==> src/rtl/clk_divider_multi_pkg.sv <==
// ---------------------------------------------------------------------------
// clk_divider_multi_pkg
// Shared constants and helpers for the multi-channel clock divider.
//   NCH_DEF / CNT_W_DEF     : default channel count and counter width
//   DEF_DIV_RST / DEF_HIGH_RST : period / high time loaded by reset
//   ch_width()              : channel-select width, never below 1 bit
//   cfg_legal()             : legality check for a (div, high) request
// ---------------------------------------------------------------------------
package clk_divider_multi_pkg;

    localparam int NCH_DEF      = 4;
    localparam int CNT_W_DEF    = 8;
    localparam int DEF_DIV_RST  = 12;
    localparam int DEF_HIGH_RST = 6;

    // Width of the channel select; a single channel still gets a 1-bit select.
    function automatic int ch_width(input int nch);
        if (nch > 1) begin
            return $clog2(nch);
        end else begin
            return 1;
        end
    endfunction

    // A period needs at least two cycles and the high time must leave at
    // least one low cycle, otherwise the output would never toggle.
    function automatic logic cfg_legal(input logic [31:0] div, input logic [31:0] high);
        return (div >= 32'd2) && (high >= 32'd1) && (high < div);
    endfunction

endpackage

==> src/rtl/clk_divider_chan.sv <==
// ---------------------------------------------------------------------------
// clk_divider_chan
// One divider channel: phase counter, active and shadow configuration,
// pending flag, registered divided clock and wrap tick.
// Ports:
//   clk, reset        : system clock, synchronous active-high reset
//   en                : run enable (low forces counter and outputs to zero)
//   sync              : restart the period at the next edge
//   cfg_we            : write cfg_div/cfg_high to the shadow (already legal)
//   cfg_div, cfg_high : new period / high time
//   pend              : shadow holds an unapplied configuration
//   clk_out, tick     : registered divided clock and last-cycle strobe
// ---------------------------------------------------------------------------
module clk_divider_chan
    import clk_divider_multi_pkg::*;
#(
    parameter int CNT_W    = CNT_W_DEF,
    parameter int DEF_DIV  = DEF_DIV_RST,
    parameter int DEF_HIGH = DEF_HIGH_RST
) (
    input  logic             clk,
    input  logic             reset,
    input  logic             en,
    input  logic             sync,
    input  logic             cfg_we,
    input  logic [CNT_W-1:0] cfg_div,
    input  logic [CNT_W-1:0] cfg_high,
    output logic             pend,
    output logic             clk_out,
    output logic             tick
);

    localparam logic [CNT_W-1:0] RST_DIV  = CNT_W'(DEF_DIV);
    localparam logic [CNT_W-1:0] RST_HIGH = CNT_W'(DEF_HIGH);
    localparam logic [CNT_W-1:0] ZERO     = {CNT_W{1'b0}};
    localparam logic [CNT_W-1:0] ONE      = CNT_W'(1);

    logic [CNT_W-1:0] cnt_r;
    logic [CNT_W-1:0] act_div_r;
    logic [CNT_W-1:0] act_high_r;
    logic [CNT_W-1:0] shd_div_r;
    logic [CNT_W-1:0] shd_high_r;
    logic             pend_r;
    logic             clk_out_r;
    logic             tick_r;

    logic [CNT_W-1:0] cnt_n_s;
    logic [CNT_W-1:0] act_div_n_s;
    logic [CNT_W-1:0] act_high_n_s;
    logic             apply_s;
    logic             wrap_s;
    logic             hi_n_s;
    logic             tick_n_s;

    // Next-state counter/config; the shadow only reaches the active set at a
    // period boundary (wrap, sync or disable), so a period is never cut short.
    always_comb begin
        cnt_n_s      = cnt_r;
        apply_s      = 1'b0;
        act_div_n_s  = act_div_r;
        act_high_n_s = act_high_r;
        wrap_s       = (cnt_r == (act_div_r - ONE));

        if (!en) begin
            cnt_n_s = ZERO;
            apply_s = pend_r;
        end else if (sync) begin
            cnt_n_s = ZERO;
            apply_s = pend_r;
        end else if (wrap_s) begin
            cnt_n_s = ZERO;
            apply_s = pend_r;
        end else begin
            cnt_n_s = cnt_r + ONE;
            apply_s = 1'b0;
        end

        if (apply_s) begin
            act_div_n_s  = shd_div_r;
            act_high_n_s = shd_high_r;
        end else begin
            act_div_n_s  = act_div_r;
            act_high_n_s = act_high_r;
        end

        // Outputs are decoded from next state so the flops line up with cnt.
        hi_n_s   = en && (cnt_n_s >= (act_div_n_s - act_high_n_s));
        tick_n_s = en && (cnt_n_s == (act_div_n_s - ONE));
    end

    // Channel state and registered outputs.
    always_ff @(posedge clk) begin
        if (reset) begin
            cnt_r      <= ZERO;
            act_div_r  <= RST_DIV;
            act_high_r <= RST_HIGH;
            shd_div_r  <= RST_DIV;
            shd_high_r <= RST_HIGH;
            pend_r     <= 1'b0;
            clk_out_r  <= 1'b0;
            tick_r     <= 1'b0;
        end else begin
            cnt_r      <= cnt_n_s;
            act_div_r  <= act_div_n_s;
            act_high_r <= act_high_n_s;
            // A write only happens while pend is clear, so it never collides
            // with an apply; the new value waits for the following boundary.
            if (cfg_we) begin
                shd_div_r  <= cfg_div;
                shd_high_r <= cfg_high;
                pend_r     <= 1'b1;
            end else if (apply_s) begin
                shd_div_r  <= shd_div_r;
                shd_high_r <= shd_high_r;
                pend_r     <= 1'b0;
            end else begin
                shd_div_r  <= shd_div_r;
                shd_high_r <= shd_high_r;
                pend_r     <= pend_r;
            end
            clk_out_r  <= hi_n_s;
            tick_r     <= tick_n_s;
        end
    end

    assign pend    = pend_r;
    assign clk_out = clk_out_r;
    assign tick    = tick_r;

endmodule

==> src/rtl/clk_divider_multi.sv <==
// ---------------------------------------------------------------------------
// clk_divider_multi
// NCH independent programmable clock dividers sharing one config port.
// Ports:
//   clk, reset         : system clock, synchronous active-high reset
//   en[NCH]            : per-channel run enable
//   sync               : restart all enabled channels at the next edge
//   cfg_valid/ready    : config handshake (ready = target shadow is free)
//   cfg_chan/div/high  : target channel, new period, new high time
//   cfg_err            : one-cycle pulse after an accepted illegal request
//   clk_out[NCH]       : registered divided clocks
//   tick[NCH]          : registered strobe on the last cycle of each period
// ---------------------------------------------------------------------------
module clk_divider_multi
    import clk_divider_multi_pkg::*;
#(
    parameter int NCH      = NCH_DEF,
    parameter int CNT_W    = CNT_W_DEF,
    parameter int DEF_DIV  = DEF_DIV_RST,
    parameter int DEF_HIGH = DEF_HIGH_RST,
    // Derived from NCH; not meant to be overridden.
    parameter int CH_W     = ch_width(NCH)
) (
    input  logic             clk,
    input  logic             reset,
    input  logic [NCH-1:0]   en,
    input  logic             sync,
    input  logic             cfg_valid,
    output logic             cfg_ready,
    input  logic [CH_W-1:0]  cfg_chan,
    input  logic [CNT_W-1:0] cfg_div,
    input  logic [CNT_W-1:0] cfg_high,
    output logic             cfg_err,
    output logic [NCH-1:0]   clk_out,
    output logic [NCH-1:0]   tick
);

    logic [NCH-1:0] pend_s;
    logic [NCH-1:0] cfg_we_s;
    logic           chan_ok_s;
    logic           legal_s;
    logic           accept_s;
    logic           cfg_err_r;

    assign chan_ok_s = (32'(cfg_chan) < 32'(NCH));
    assign legal_s   = chan_ok_s && cfg_legal(32'(cfg_div), 32'(cfg_high));
    assign accept_s  = cfg_valid && cfg_ready;

    // Ready mux: an out-of-range channel is always "ready" so the request is
    // consumed and reported through cfg_err instead of stalling the master.
    always_comb begin
        if (chan_ok_s) begin
            cfg_ready = !pend_s[cfg_chan];
        end else begin
            cfg_ready = 1'b1;
        end
    end

    // Rejection strobe, one cycle after the offending request.
    always_ff @(posedge clk) begin
        if (reset) begin
            cfg_err_r <= 1'b0;
        end else begin
            cfg_err_r <= accept_s && !legal_s;
        end
    end

    assign cfg_err = cfg_err_r;

    for (genvar i = 0; i < NCH; i++) begin : g_chan
        assign cfg_we_s[i] = accept_s && legal_s && (32'(cfg_chan) == 32'(i));

        clk_divider_chan #(
            .CNT_W    (CNT_W),
            .DEF_DIV  (DEF_DIV),
            .DEF_HIGH (DEF_HIGH)
        ) u_chan (
            .clk      (clk),
            .reset    (reset),
            .en       (en[i]),
            .sync     (sync),
            .cfg_we   (cfg_we_s[i]),
            .cfg_div  (cfg_div),
            .cfg_high (cfg_high),
            .pend     (pend_s[i]),
            .clk_out  (clk_out[i]),
            .tick     (tick[i])
        );
    end

endmodule

==> config.mk <==
export PLATFORM = sky130hd
export DESIGN_NAME = clk_divider_multi
export DESIGN_NICKNAME = d
export VERILOG_FILES = /design/src/rtl/clk_divider_multi_pkg.sv /design/src/rtl/clk_divider_chan.sv /design/src/rtl/clk_divider_multi.sv
export SDC_FILE = /design/constraint.sdc
export NUM_CORES = 1
export LEC_CHECK = 0
export ABC_CLOCK_PERIOD_IN_PS = 6590
export BUFFER_PORTS_ARGS = -buffer_cell sky130_fd_sc_hd__buf_4
export CORE_UTILIZATION = 50
export DETAILED_ROUTE_END_ITERATION = 6
export PLACE_DENSITY = 0.68
export SYNTH_ARGS = -nofsm -noshare
export SYNTH_HDL_FRONTEND = slang
export SYNTH_HIERARCHICAL = 1
export SYNTH_SLANG_ARGS = --single-unit
==> constraint.sdc <==
create_clock -name clk -period 6.59 [get_ports clk]
set_input_delay 0.9885 -clock clk [delete_from_list [all_inputs] [get_ports clk]]
set_output_delay 0.9885 -clock clk [all_outputs]
set_load 0.02 [all_outputs]
==> results of run 1 <==
-- path summary, 6_finish.rpt --
| check | endpoint | slack, ns | depth (start not counted) |
|---|---|---|---|
| worst min register to register | g_chan[2].u_chan/shd_high_r[3]$_SDFFE_PP0P_ | 0.49 | 2 |
| worst min-delay path | g_chan[2].u_chan/shd_high_r[3]$_SDFFE_PP0P_ | 0.49 | 2 |
| worst max-delay path | g_chan[3].u_chan/clk_out$_SDFF_PP0_ | 1.97 | 19 |
| worst max register to register | g_chan[3].u_chan/clk_out$_SDFF_PP0_ | 1.97 | 19 |
-- where the power goes --
part	switching, mW	internal [mW]
registers	0.0153	1.06
logic	0.0937	0.0643
clock network	0.430	0.563
total	0.539	1.69
-- flip-flops by register name, summed over array words and instances (netlist names) --
signal,flops
g_chan.u_chan/clk_out,4
g_chan.u_chan/shd_high_r,32
g_chan.u_chan/act_div_r,32
g_chan.u_chan/pend,4
g_chan.u_chan/tick,4
g_chan.u_chan/shd_div_r,32
g_chan.u_chan/act_high_r,32
cfg_err,1
g_chan.u_chan/cnt_r,32
-- worst register-to-register path, stage by stage (launching register included) --
cell,delay [ns]
dfxtp_1,0.40
nor4_2,0.43
o21ai_1,0.12
a32oi_1,0.26
a21oi_2,0.13
o221ai_4,0.78
mux2i_2,0.48
xnor2_1,0.17
ha_1,0.16
o21ba_2,0.16
a211oi_1,0.26
nor2_1,0.11
xor2_1,0.18
ha_1,0.28
a21oi_1,0.12
nor2b_1,0.05
o21ai_0,0.15
nand2b_1,0.07
a21oi_1,0.14
nor2_1,0.06
-- cell families after synthesis --
family | Yosys count | synth area share (%)
simple gates | 464 | 20.8
flops | 173 | 31.1
compound gates | 168 | 12.2
mux | 153 | 15.1
xor+xnor | 120 | 9.44
buf+inv | 101 | 4.27
fa+ha+maj | 63 | 7.08
-- synthesized netlist by cell type, types with 5 or more instances --
master    number
a211o_1       17
a21o_1        16
a21oi_1       38
a31oi_1        5
and2_1         8
and3_1         8
buf_1          8
buf_6         12
clkbuf_1      20
dfxtp_1      173
ha_1          63
inv_1         56
mux2_2        20
mux2i_1      112
mux2i_2       16
nand2_1       50
nand2b_1      53
nand3_1       25
nand3b_1       8
nand4_1        6
nor2_1       190
nor2b_1       52
nor3_1        28
nor4_1         6
o21ai_0       12
o21ai_1        8
o22ai_1       12
or3_1          8
xnor2_1       44
xor2_1        76
-- area by class of cell --
class,count,share of cell area [%]
diodes,1,0.0206
clock buffers,21,3.96
well taps,280,2.89
repair buffers,41,2.54
clock inverters,11,0.886
inverters,57,1.77
flip-flops and latches,173,28.5
multi-input cells,968,59.4
-- stage by stage --
stage | util, % | hold slack (ns) | cells
after global routing | 55.6 | 0.528 | 1551
after floorplan | - | 0.456 | 1242
final | 55.6 | 0.495 | 1552
after detailed placement | 52.9 | 0.481 | 1519
after CTS | 55.6 | 0.498 | 1551
after global placement | 52.9 | 0.475 | 1519
-- routing by layer --
layer  GRT usage [%]  routed length, microns  vias up  share of wire [%]
met2            38.3                   11700      125                 47
met3            3.40                     875       20                3.6
met5               0                       0        -                  0
met4            6.45                     299        0                1.2
met1            28.6                   11700     3993                 48
li1                -                       -     4347                  -
==> key figures, run 1 <==
Outcome
  • Outcome: finished, final reports clean

Worst hold path
  • Worst Hold Launch: g_chan[2].u_chan/shd_high_r[3]$_SDFFE_PP0P_
  • Hold/Removal Path Class: register to register

Clock tree
  • Setup Fix Bufs, Post-CTS: 0
  • Number of CTS-inserted buffers: 17
  • Clock H-tree levels: 4
  • Clk Latency, worst-skew pair: 0.43 ns
  • TritonCTS clock tree: built
  • Clock transition at the registers of the reported paths: 0.07 ns
  • Clock Sinks: 173
  • Root Buffer: clkbuf_16
  • Hold Buf Count CTS: 0
  • Post-CTS Resized: 0
  • Max Buffers Root-to-Sink: 2

Critical path
  • CP startpoint: g_chan[3].u_chan/act_div_r[2]$_SDFF_PP1_
  • CP Buf/Inv Count: 0
  • Setup CP Type: register to register
  • Crit path required time: 6.91 ns
  • Worst Setup Start Kind: register
  • Arrival time worst endpoint: 4.94 ns
  • Cell family with most CP delay: compound AO/OA/AOI/OAI gates
  • CP max stage delay: 0.78 ns
  • Critical path, cell by cell: nor4_2, o21ai_1, a32oi_1, a21oi_2, o221ai_4, mux2i_2, xnor2_1, ha_1, o21ba_2, a211oi_1, nor2_1, xor2_1, ha_1, a21oi_1, nor2b_1, o21ai_0, nand2b_1, a21oi_1, nor2_1
  • Crit. End Element: register
  • CP Max Fanout: 22
  • CP max-delay cell: o221ai_4
  • FF-to-FF Start: g_chan[3].u_chan/act_div_r[2]$_SDFF_PP1_

Floorplanning
  • Die Wd: 151 microns
  • I/O Pins: 36
  • Die area: 22900 sq um
  • Die Ht: 151 microns
  • Number of core rows: 54
  • Core ar.: 21800 sq um
  • Starting density of the core: 51.0%

Global route
  • First-pass GRT wire length: 40100 microns
  • GRT Residual Overflow: 0
  • Initial antenna violation count: 0
  • Vias in the first global route: 8143
  • Total GRT Usage: 22.3%
  • Largest net degree at the start of global routing: 87

Yosys
  • Yosys warning count: 6
  • Post-Syn Area: 11100 sq um
  • Ranking of synthesized cells by area: dfxtp_1 (31%), mux2i_1 (10%), ha_1 (7.1%)
  • Synth Instances: 1242
  • Unique masters post-synth: 57
  • Count of flip-flops with a built-in enable after synthesis: 0
  • Mapped Nets: 1331
  • Synth Register Bits: 173
  • Ys flop type: dfxtp_1
  • Post-synth top area share: 31.1%
  • Ys async rst share: 0%
  • Syn Area/Cell: 8.96 sq um
  • Yosys top cell by area: dfxtp_1
  • Sequential element share of the synthesized area: 31.1%

Layout
  • Layout cells sized above 1: 11.4%
  • Most frequent cells in the layout: nor2_1 (190), dfxtp_1 (173), mux2i_1 (112), xor2_1 (76), ha_1 (63)
  • Nets@finish: 1347
  • Register area: 3460 sq um
  • Fill count: 2006
  • Most common cell after layout, fill and taps aside: nor2_1
  • Final Cell Area: 12100 sq um
  • P&R area growth vs syn: 9.06%
  • Multi-input logic area: 7210 sq um

Drt
  • Initial DRC count: 372
  • Via count: 8485
  • Vias per cell: 5.47
  • Number of nets still failing antenna checks after routing: 0
  • Total iterations of the first detailed-routing run: 5
  • WL per Instance: 15.8 microns
  • DRC viols: 0
  • Routed wire length: 24600 microns

Timing
  • RSZ-0062 raised after global routing: false
  • Slew headroom: 34.5%
  • Highest Clock Rate: 0.217 GHz
  • Pins Over Slew Limit: 0
  • Setup violations, final: 0
  • Final min period: 4.62 ns
  • Final hold violation count: 0
  • Final worst-path setup slack: 1.97 ns
  • Setup tns final: 0 ns
  • Fin crit share: 70.1%
  • Worst slew pin tran: 0.983 ns
  • Worst Skew: 0.00895 ns

Place
  • PortBufs: 35
  • Dpl hpwl: 18300 microns
  • Place WS: 1.68 ns
  • Placed cell area: 11500 sq um
  • GP Congestion: 0.819

Pwr
  • Leak: 5.23 nW
  • Pwr/cell area: 184 nW/um^2
  • Pwr Total: 2.23 mW
  • Peak VDD IR: 0.137 mV

Job
  • Number of max-cap violations: 0
Note: power is estimated with default switching activity, not from simulation.
==> run 2, diff against run 1 <==
--- a/config.mk
+++ b/config.mk
@@ -5,11 +5,12 @@
 export SDC_FILE = /design/constraint.sdc
 export NUM_CORES = 1
 export LEC_CHECK = 0
-export ABC_CLOCK_PERIOD_IN_PS = 6590
+export ABC_AREA = 1
+export ABC_CLOCK_PERIOD_IN_PS = 3900
 export BUFFER_PORTS_ARGS = -buffer_cell sky130_fd_sc_hd__buf_4
 export CORE_UTILIZATION = 50
 export DETAILED_ROUTE_END_ITERATION = 6
-export PLACE_DENSITY = 0.68
+export PLACE_DENSITY = 0.71
 export SYNTH_ARGS = -nofsm -noshare
 export SYNTH_HDL_FRONTEND = slang
 export SYNTH_HIERARCHICAL = 1
==> constraint.sdc (replaced) <==
create_clock -name clk -period 3.9 [get_ports clk]
set_input_delay 0.585 -clock clk [delete_from_list [all_inputs] [get_ports clk]]
set_output_delay 0.585 -clock clk [all_outputs]
set_load 0.02 [all_outputs]
==> run 2 against run 1 <==
Effect of this change: core utilization rose by 3.3 points; wire length rose by 24%; largest power group unchanged; clock skew rose by 0.0026 ns; via count rose by 32%.
==> key figures, run 2 <==
Layout
  • Nets@finish: 1925 (+43%)
  • Most common cell after layout, fill and taps aside: nand2_1
  • Fill count: 2083 (+3.8%)
  • Most frequent cells in the layout: nand2_1 (410), nor2_1 (251), inv_1 (202), nand3_1 (176), dfxtp_1 (168)
  • P&R area growth vs syn: 15.7%
  • Layout cells sized above 1: 17.8% (+6.4 points)
  • Final Cell Area: 13300 sq um (+9.6%)
  • Antenna diodes: 0 (-1)

Yosys
  • Mapped Nets: 1847 (+39%)
  • Yosys top cell by area: dfxtp_1
  • Synth Instances: 1758 (+42%)
  • Yosys warning count: 6 (unchanged)
  • Count of flip-flops with a built-in enable after synthesis: 0 (unchanged)
  • Post-Syn Area: 11500 sq um (+3.3%)
  • Synth Register Bits: 173 (unchanged)
  • Ys flop type: dfxtp_1
  • Post-synth top area share: 30.1% (-0.99 points)
  • Most frequent cell after synthesis: nand2_1
  • Unique masters post-synth: 35 (-39%)
  • Ranking of synthesized cells by area: dfxtp_1 (30%), nand2_1 (14%), nor2_1 (8.6%)
  • Syn Area/Cell: 6.54 sq um (-27%)
  • Ys async rst share: 0% (unchanged)
  • Post-synth top cells: nand2_1 (417), nor2_1 (262), inv_1 (207)
  • Sequential element share of the synthesized area: 30.1% (-0.99 points)

Place
  • Place WS: -0.0494 ns (-1.73 ns)
  • Dpl hpwl: 22600 microns (+23%)
  • PortBufs: 35 (unchanged)
  • Placed cell area: 12200 sq um (+5.4%)
  • GP Congestion: 0.945 (+15%)

Timing
  • Slew headroom: 53.7% (+19 points)
  • Setup tns final: 0 ns (unchanged)
  • Final min period: 3.75 ns (-0.865 ns)
  • Worst Skew: 0.0115 ns (+0.00258 ns)
  • Setup violations, final: 0 (unchanged)
  • RSZ-0062 raised after global routing: true
  • Fin crit share: 96.2% (+26 points)
  • Highest Clock Rate: 0.267 GHz (+23%)
  • Worst slew pin tran: 0.694 ns (-0.289 ns)
  • Min Hold Slack: 0.457 ns (-0.0377 ns)
  • Final hold violation count: 0 (unchanged)
  • Final worst-path setup slack: 0.148 ns (-1.83 ns)
  • Pins Over Slew Limit: 0 (unchanged)

Critical path
  • Worst Setup Start Kind: register
  • CP max-delay cell: dfxtp_2
  • Arrival time worst endpoint: 4.08 ns (-0.86 ns)
  • CP max stage delay: 0.34 ns (-0.44 ns)
  • CP Max Fanout: 8 (-64%)
  • CP Buf/Inv Count: 3 (+3)
  • Setup CP Type: register to register
  • Crit. End Element: register
  • Cell family with most CP delay: simple AND/OR/NAND/NOR gates
  • Crit path required time: 4.23 ns (-2.68 ns)

Floorplanning
  • Number of core rows: 55 (+1.9%)
  • Starting density of the core: 50.9% (-0.067 points)
  • Die Ht: 154 microns (+1.6%)
  • Core ar.: 22600 sq um (+3.4%)
  • Die Wd: 154 microns (+1.6%)
  • Die area: 23600 sq um (+3.2%)
  • I/O Pins: 36 (unchanged)

Clock tree
  • Root Buffer: clkbuf_16
  • Clock H-tree levels: 4 (unchanged)
  • Number of CTS-inserted buffers: 17 (unchanged)
  • Clock transition at the registers of the reported paths: 0.06 ns (about the same)
  • Clock Sinks: 173 (unchanged)
  • Clk Latency, worst-skew pair: 0.44 ns (about the same)
  • TritonCTS clock tree: built
  • Max Buffers Root-to-Sink: 2 (unchanged)

Global route
  • Initial antenna violation count: 0 (unchanged)
  • First-pass GRT wire length: 48200 microns (+20%)
  • Largest net degree at the start of global routing: 48 (-45%)
  • Vias in the first global route: 10000 (+23%)
  • GRT Residual Overflow: 0 (unchanged)
  • Total GRT Usage: 25.2% (+2.9 points)

Drt
  • Vias per cell: 5.24 (-4.1%)
  • DRC viols: 0 (unchanged)
  • Number of nets still failing antenna checks after routing: 0 (unchanged)
  • WL per Instance: 14.3 microns (-9.7%)
  • Via count: 11200 (+32%)
  • Initial DRC count: 825 (+120%)
  • Total iterations of the first detailed-routing run: 6 (+1)
  • Routed wire length: 30500 microns (+24%)

Outcome
  • Outcome: finished, final reports clean

Pwr
  • Pwr/cell area: 321 nW/um^2 (+75%)
  • Peak VDD IR: 0.248 mV (+81%)
  • Leak: 6.73 nW (+29%)

Job
  • Number of max-cap violations: 0 (unchanged)

Worst hold path
  • Hold/Removal Path Class: input pin to register
run 2: changes by cell type after synthesis, moves of 40 or more:
cell / delta
nand2_2: +50
nand2b_1: -53
o21ai_0: +69
nand3_1: +156
nand2_1: +367
inv_1: +151
mux2i_1: -100
nor2_1: +72
nor2b_1: -52
xor2_1: -40
run 2: through the flow:
| step | utilization (%) | power [mW] | cells |
|---|---|---|---|
| 3_5_place_dp | 53.9 | 2.50 | 2074 |
| 3_3_place_gp | 53.9 | 2.49 | 2074 |
| 4_1_cts | 56.9 | 4.26 | 2111 |
| 6_report | 58.9 | 4.28 | 2134 |
| 2_1_floorplan | - | 2.33 | 1758 |
| 5_1_grt | 58.9 | 4.46 | 2134 |
run 2: repair_timing:
action                     4_1_cts  5_1_grt
hold buffers                     0        0
buffers inserted                 5       21
pin swaps                        4       19
gates cloned                     0        2
setup endpoints to repair        3        4
resized for setup                9       80
run 2: path summary, 6_finish.rpt:
kind | startpoint | to | slack (ns) | cells after the start
worst min register to register | g_chan[2].u_chan/shd_high_r[2]$_SDFFE_PP1P_ | g_chan[2].u_chan/shd_high_r[2]$_SDFFE_PP1P_ | 0.47 | 2
worst min-delay path | cfg_div[6] | g_chan[2].u_chan/shd_div_r[6]$_SDFFE_PP0P_ | 0.46 | 3
worst max register to register | g_chan[0].u_chan/act_div_r[0]$_SDFF_PP0_ | g_chan[0].u_chan/clk_out$_SDFF_PP0_ | 0.15 | 27
worst max-delay path | g_chan[0].u_chan/act_div_r[0]$_SDFF_PP0_ | g_chan[0].u_chan/clk_out$_SDFF_PP0_ | 0.15 | 27
run 2: metal layers:
layer  track usage (%)  vias up  wire length [microns]
li1                  -     5692                      -
met1              32.0     5112                  13500
met2              43.8      321                  14700
met3              3.38       66                   1450
met4              8.86        0                    805
met5                 0        -                      0
run 2: cells by family (layout without fill, tap and decap cells):
family          Yosys count  after routing  synth area share [%]
simple gates            986            988                  37.6
compound gates          180            180                  9.27
mux                      12             12                  1.04
flops                   173            173                  30.1
fa+ha+maj                63             63                  6.86
buf+inv                 284            373                  10.1
xor+xnor                 60             60                  5.05
run 2: cell type report:
type	count	area, sq um	share of cell area (%)
clock inverter	11	140	1.05
inverter	240	920	6.91
clock buffer	21	460	3.46
tap	285	357	2.68
timing repair buffer	101	790	5.93
sequential	173	3470	26.1
multi-input combinational	1303	7170	53.9
run 2: worst reg2reg max path: stages, from the launching register on:
cell and delay (ns):
dfxtp_2 0.34, inv_2 0.08, ha_4 0.15, nand3_2 0.10, nor2_1 0.15, nand2_1 0.10, a21oi_1 0.15, nor2_1 0.07
nand2_2 0.08, nand2_4 0.09, nand2_4 0.13, nand2_1 0.07, nand2_1 0.10, inv_1 0.08, nor2_1 0.18, nor2_1 0.07
ha_1 0.18, or2_2 0.32, xor2_1 0.15, ha_1 0.27, o21a_1 0.10, o21ai_1 0.11, nand2_1 0.06, a21o_1 0.15
a21oi_1 0.12, o21ai_0 0.09, o21ai_1 0.11, inv_1 0.04
run 2: where the power goes:
group | switching (mW) | internal, mW | leakage [nW]
clock network | 0.715 | 1.04 | 0.297
registers | 0.0387 | 1.82 | 1.40
logic | 0.414 | 0.253 | 5.03
total | 1.17 | 3.11 | 6.73
